`src/rtl/axi_mem_port_arbiter.sv`:
```
// axi_mem_port_arbiter
// Shares one single-port synchronous SRAM between a write requester and a
// read requester. Grants at most one word operation per cycle using sticky
// round-robin with a bounded run length. The SRAM command is registered, and
// read data comes back on rd_valid two cycles after rd_gnt.
//
// Optional feature: define AXI_MEM_ARB_PERF_EN to build the three saturating
// performance counters. When it is not defined, perf_* outputs are tied to 0.
// The port list is the same in both builds.
//
// Arbitration state (owner_q):
//   state  | meaning
//   OWN_WR | write port holds the sticky grant; run_q counts its consecutive grants
//   OWN_RD | read port holds the sticky grant; run_q counts its consecutive grants
//
// MAX_RUN must be in the range 1..15 because run_q is only 4 bits wide.

module axi_mem_port_arbiter #(
  parameter int ADDR_WIDTH = 8,
  parameter int DATA_WIDTH = 32,
  parameter int STRB_WIDTH = DATA_WIDTH / 8,
  parameter int MAX_RUN    = 4
) (
  input  logic                  ACLK,
  input  logic                  ARESETn,
  input  logic                  wr_req,
  input  logic [ADDR_WIDTH-1:0] wr_addr,
  input  logic [DATA_WIDTH-1:0] wr_data,
  input  logic [STRB_WIDTH-1:0] wr_strb,
  output logic                  wr_gnt,
  input  logic                  rd_req,
  input  logic [ADDR_WIDTH-1:0] rd_addr,
  output logic                  rd_gnt,
  output logic                  rd_valid,
  output logic [DATA_WIDTH-1:0] rd_data,
  output logic                  mem_en,
  output logic                  mem_we,
  output logic [ADDR_WIDTH-1:0] mem_addr,
  output logic [DATA_WIDTH-1:0] mem_wdata,
  output logic [STRB_WIDTH-1:0] mem_wstrb,
  input  logic [DATA_WIDTH-1:0] mem_rdata,
  output logic [31:0]           perf_wr_cnt,
  output logic [31:0]           perf_rd_cnt,
  output logic [31:0]           perf_conf_cnt
);

  typedef enum logic {
    OWN_WR = 1'b0,
    OWN_RD = 1'b1
  } owner_t;

  localparam logic [3:0] RUN_MAX = 4'(MAX_RUN);

  owner_t     owner_q, owner_d;
  logic [3:0] run_q, run_d;
  logic       grant_wr, grant_rd;
  logic       owner_granted;

  // Arbitration state register: owner and run length.
  always_ff @(posedge ACLK) begin
    if (!ARESETn) begin
      owner_q <= OWN_WR;
      run_q   <= '0;
    end else begin
      owner_q <= owner_d;
      run_q   <= run_d;
    end
  end

  // Grant selection and next owner/run. Grants are suppressed while in reset.
  always_comb begin
    grant_wr      = 1'b0;
    grant_rd      = 1'b0;
    owner_granted = 1'b0;
    owner_d       = owner_q;
    run_d         = run_q;
    if (ARESETn) begin
      if (wr_req && rd_req) begin
        // Owner keeps the grant until it has used up its run; then the other side gets it.
        if (run_q < RUN_MAX) begin
          grant_wr = (owner_q == OWN_WR);
          grant_rd = (owner_q == OWN_RD);
        end else begin
          grant_wr = (owner_q == OWN_RD);
          grant_rd = (owner_q == OWN_WR);
        end
      end else begin
        grant_wr = wr_req;
        grant_rd = rd_req;
      end

      owner_granted = (grant_wr && owner_q == OWN_WR) || (grant_rd && owner_q == OWN_RD);

      if (!wr_req && !rd_req) begin
        run_d = '0;
      end else if (owner_granted) begin
        run_d = (run_q >= RUN_MAX) ? RUN_MAX : run_q + 4'd1;
      end else begin
        owner_d = grant_wr ? OWN_WR : OWN_RD;
        run_d   = 4'd1;
      end
    end
  end

  assign wr_gnt = grant_wr;
  assign rd_gnt = grant_rd;

  // Registered SRAM command. Address and write data hold when idle; the strobe
  // is cleared on anything other than a write so a read can never modify memory.
  always_ff @(posedge ACLK) begin
    if (!ARESETn) begin
      mem_en    <= 1'b0;
      mem_we    <= 1'b0;
      mem_addr  <= '0;
      mem_wdata <= '0;
      mem_wstrb <= '0;
    end else begin
      mem_en <= grant_wr | grant_rd;
      mem_we <= grant_wr;
      if (grant_wr) begin
        mem_addr  <= wr_addr;
        mem_wdata <= wr_data;
        mem_wstrb <= wr_strb;
      end else if (grant_rd) begin
        mem_addr  <= rd_addr;
        mem_wstrb <= '0;
      end else begin
        mem_wstrb <= '0;
      end
    end
  end

  // Read return: the cycle after a read command the SRAM presents its data.
  // The issued read command itself acts as the first pipeline stage, so reset
  // clearing mem_en also discards any read that is in flight.
  always_ff @(posedge ACLK) begin
    if (!ARESETn) begin
      rd_valid <= 1'b0;
    end else begin
      rd_valid <= mem_en & ~mem_we;
    end
  end

  assign rd_data = mem_rdata;

`ifdef AXI_MEM_ARB_PERF_EN
  logic [31:0] perf_wr_q, perf_rd_q, perf_conf_q;

  // Saturating counters for grants and for cycles with both ports requesting.
  always_ff @(posedge ACLK) begin
    if (!ARESETn) begin
      perf_wr_q   <= '0;
      perf_rd_q   <= '0;
      perf_conf_q <= '0;
    end else begin
      if (grant_wr && (perf_wr_q != 32'hFFFF_FFFF)) begin
        perf_wr_q <= perf_wr_q + 32'd1;
      end
      if (grant_rd && (perf_rd_q != 32'hFFFF_FFFF)) begin
        perf_rd_q <= perf_rd_q + 32'd1;
      end
      if (wr_req && rd_req && (perf_conf_q != 32'hFFFF_FFFF)) begin
        perf_conf_q <= perf_conf_q + 32'd1;
      end
    end
  end

  assign perf_wr_cnt   = perf_wr_q;
  assign perf_rd_cnt   = perf_rd_q;
  assign perf_conf_cnt = perf_conf_q;
`else
  assign perf_wr_cnt   = '0;
  assign perf_rd_cnt   = '0;
  assign perf_conf_cnt = '0;
`endif

endmodule

```
`config.mk`:
```
export PLATFORM = sky130hd
export DESIGN_NAME = axi_mem_port_arbiter
export DESIGN_NICKNAME = d
export VERILOG_FILES = /design/src/rtl/axi_mem_port_arbiter.sv
export SDC_FILE = /design/constraint.sdc
export NUM_CORES = 1
export LEC_CHECK = 0
export ABC_AREA = 0
export CAP_MARGIN = 10
export CORE_MARGIN = 2
export CORE_UTILIZATION = 33
export DETAILED_ROUTE_END_ITERATION = 8
export GPL_TIMING_DRIVEN = 0
export PLACE_DENSITY = 0.86
export SYNTH_ARGS = -nofsm -noshare
export SYNTH_HDL_FRONTEND = slang
export SYNTH_SLANG_ARGS = --single-unit
```
`constraint.sdc`:
```
create_clock -name ACLK -period 1.9 [get_ports ACLK]
set_input_delay 0.38 -clock ACLK [delete_from_list [all_inputs] [get_ports ACLK]]
set_output_delay 0.38 -clock ACLK [all_outputs]
set_load 0.02 [all_outputs]
```
==> results summary <==
The number of optimization iterations in the first detailed-route pass came out at 4. The via count of the first global-routing pass is 2699. The quantity of hold-fixing buffers added after cts came out at 0. Traced cell by cell, the critical path runs through or3_4 > a31oi_4 > buf_6. The slew at the pin closest to its max-slew limit came out at around 0.75 ns. The remaining number of nets flagged by the antenna check after routing is 0. For this design the static power due to leakage is about 2.5 nW.

The peak fanout along the critical path is 10. STA classifies the critical path startpoint as a register. Leaving out fill and tap cells, the most frequent cell in the layout is sky130_fd_sc_hd__buf_4. The die area came out at 10390 µm². The number of pins with negative max-slew slack in the final report was 0.

The buffering stage count on the worst path with inverters included came out at 1. The power density over cell area came out at 573.1 nW/µm². The path with the worst hold slack has its endpoint at rd_valid. The routed layout has roughly 2900 vias. The worst register-to-register path begins at run_q[2].

The post-place instance area came out at between 5000 and 6000 µm². The shortest clock period the worst path allows after layout came out at 1.839 ns. The number of cell rows came out at 35. The instance count along the most critical hold path is 1.

The detailed-placement wirelength estimate is approximately 7 mm. The maximum clock rate came out at around 0.54 GHz. The number of nets in the layout is a little under 700. In this design, the largest share of critical-path delay is due to simple AND/OR/NAND/NOR gates. The number of synthesized register bits came out at 52.

The setup-violating endpoint count in the final report is 0. The sequential fraction of the synthesis area is approximately 33%. CTS placed an instance of sky130_fd_sc_hd__clkbuf_8 at the clock tree root.

The total global routing overflow came out at 0. Headroom to the max-slew limit came out at 49.96%. For the worst-skew pair, the clock arrives at the later sink with an insertion delay of just over 0.3 ns.

In the layout the commonest cells are sky130_fd_sc_hd__buf_4 (135), sky130_fd_sc_hd__clkdlybuf4s50_1 (131), sky130_fd_sc_hd__conb_1 (97). The number of top-level pins is 265. The worst path arrival time came out at approximately 1.5 ns. With fillers left out, the area of the finished cells amounts to 5223 µm². The number of antenna violations at the first check in global routing came out at 0. The worst register-to-register path ends at mem_wdata[22].

The worst-case IR drop observed on VDD is 259.1 µV. For this run, the leading register cell type out of synthesis is sky130_fd_sc_hd__dfxtp_1. Max-cap violations in this run came to 0. The first global-routing pass estimated approximately 12 mm of wire. The starting DRC count in detailed routing came out at 40. The proportion of layout cells with a drive suffix above 1 is 27.69%. The cell count after synthesis came out at between 300 and 400.

The die outline width came out at 101.9 µm. The layout overhead on the synthesized area came out at 64.98%. The filler cells instantiated in the layout total roughly 840. The post-synthesis cell type count came out at 33. The startpoint identified for the worst hold timing path is mem_we. The average routed wire per standard cell came out at 11.78 µm. The clock skew came out at between 0.01 and 0.015 ns.

On the final layout, the worst hold slack is around 0.41 ns. For this run, design rule violations remaining after detail routing come to 0. The largest individual stage delay along the critical path comes from the cell sky130_fd_sc_hd__or3_4. The proportion of register bits with asynchronous set or reset after synthesis is 0%. The flow ran to the end, and the final reports show no timing, DRC or antenna violations. Setup repair after global routing left no endpoint under its margin. Using the TritonRoute via totals, the vias-per-cell ratio works out to just under 4. The pin count of the biggest net entering global routing is 16. The floorplan die height is just over 100 µm.

In this run the mean area of a mapped cell was 8.745 µm². The worst register-to-register path has a setup slack of approximately 0.09 ns. The total routed wirelength is around 8.6 mm. The type of the setup path with the least slack is reg -> out. TritonCTS built the clock tree. The worst hold path belongs to the class reg -> reg. The maximum clock path buffer count came out at 2.

The core area came out at about 9300 µm². The critical path data required time is between 1.5 and 2 ns. The overall fraction of global-route tracks in use came out at 14.63%. After clock tree synthesis, the clock-pin slew on the worst setup and hold paths is 0.10 ns. The H-tree depth reported by CTS came out at 2.

The synthesis warning total came out at 0. At the end of routability-driven placement, the weighted congestion stood at a little over 0.7. The number of diodes added for antenna fixing is 0. The number of clock buffers added by TritonCTS is 5.

The number of enable-type register cells in the synthesized netlist is 0. The largest single stage delay on the critical path is 0.43 ns. The effective utilization at floorplan came out at 34.10%. The worst setup path is captured at an output port. The most critical setup path has its startpoint at run_q[2]. The tree built by TritonCTS fans out to 52 sinks.

The total count of hold-check failures in the final report came out at 0. The depth of the worst register-to-register path is 5. The portion of the clock cycle consumed by the worst path in the final layout came out at about 97%. The total of buffers placed on input and output ports came out at approximately 130. The total negative slack for setup checks is 0 ns. Summing every instance area after synthesis gives roughly 3200 µm². Cells fill between 50 and 60% of the core in the end.
logic make-up (layout without fill, tap and decap cells):
kind of cell	after synthesis	in the layout	share of synthesized area [%]
AO/OA/AOI/OAI	37	37	10.16
flip-flops	52	52	32.89
other	1	97	0.1185
multiplexers	32	32	10.12
adder cells (fa/ha/maj)	1	1	0.3952
buffers and inverters	149	294	33.83
AND/OR/NAND/NOR	90	90	12.49
synthesized netlist by cell type, types with 3 or more instances:
cell	number	area, µm²
sky130_fd_sc_hd__a221o_1	8	80.08
sky130_fd_sc_hd__a22o_1	8	70.07
sky130_fd_sc_hd__and2_1	13	81.33
sky130_fd_sc_hd__buf_2	3	15.01
sky130_fd_sc_hd__buf_4	129	968.4
sky130_fd_sc_hd__buf_6	3	33.78
sky130_fd_sc_hd__clkbuf_1	11	41.29
sky130_fd_sc_hd__dfxtp_1	52	1041
sky130_fd_sc_hd__mux2i_1	32	320.3
sky130_fd_sc_hd__nand2_1	68	255.2
sky130_fd_sc_hd__nor3b_1	3	22.52
sky130_fd_sc_hd__o21ai_0	4	20.02
sky130_fd_sc_hd__o21ba_2	3	30.03
routing by layer:
metal | global-route usage (%) | share of wire (%)
met5 | 0 | 0
met2 | 29.66 | 57
met3 | 4.104 | 8.6
met4 | 4.513 | 1.2
met1 | 14.05 | 33
sequential cells by signal, summed over array words and instances, names as in the netlist:
signal,flops
mem_wdata,32
mem_addr,8
run_q,4
owner_q,1
mem_we,1
mem_wstrb,4
mem_en,1
rd_valid,1
stage by stage:
| stage | power (mW) | worst slack [ns] | std cells |
|---|---|---|---|
| after floorplan | 1.939 | 0.1722 | 458 |
| final | 2.993 | 0.06058 | 732 |
| after global routing | 3.135 | 0.005636 | 732 |
| after global placement | 2.303 | -0.8154 | 721 |
| after CTS | 3.006 | 0.009819 | 732 |
| after detailed placement | 2.322 | -0.8664 | 721 |
what timing repair did:
| action | CTS | global route |
|---|---|---|
| setup buffers | 7 | 0 |
| endpoints found under the hold margin | 0 | 0 |
| gates resized for setup | 24 | 6 |
| cloned | 0 | 0 |
| pin swaps | 3 | 1 |
| setup endpoints to repair | 2 | 6 |
how the worst max path moves through the flow:
stage                         endpoint  slack [ns]  cells past startpoint
final                           wr_gnt        0.06                      3
after global placement          wr_gnt       -0.82                      5
after CTS                       rd_gnt        0.01                      4
after detailed placement        wr_gnt       -0.87                      5
after floorplan                 wr_gnt        0.17                      3
after global routing      mem_wdata[0]       0.006                      5
cell type report:
| class | count | area, µm² | area share, % |
|---|---|---|---|
| Clock inverter | 2 | 10.01 | 0.1917 |
| Multi-Input combinational cell | 257 | 1454 | 27.84 |
| Tap cell | 129 | 161.4 | 3.091 |
| Inverter | 2 | 7.507 | 0.1437 |
| Clock buffer | 6 | 82.58 | 1.581 |
| Buffer | 143 | 1061 | 20.32 |
| Timing Repair Buffer | 141 | 1399 | 26.78 |
| Sequential cell | 52 | 1047 | 20.05 |
where the power goes:
| group | switching, mW | total, mW | internal [mW] |
|---|---|---|---|
| Clock | 0.366 | 0.658 | 0.292 |
| Combinational | 0.548 | 1.12 | 0.575 |
| Sequential | 0.0457 | 1.21 | 1.17 |
| Total | 0.960 | 2.99 | 2.03 |
(Power assumes the default switching activity.)
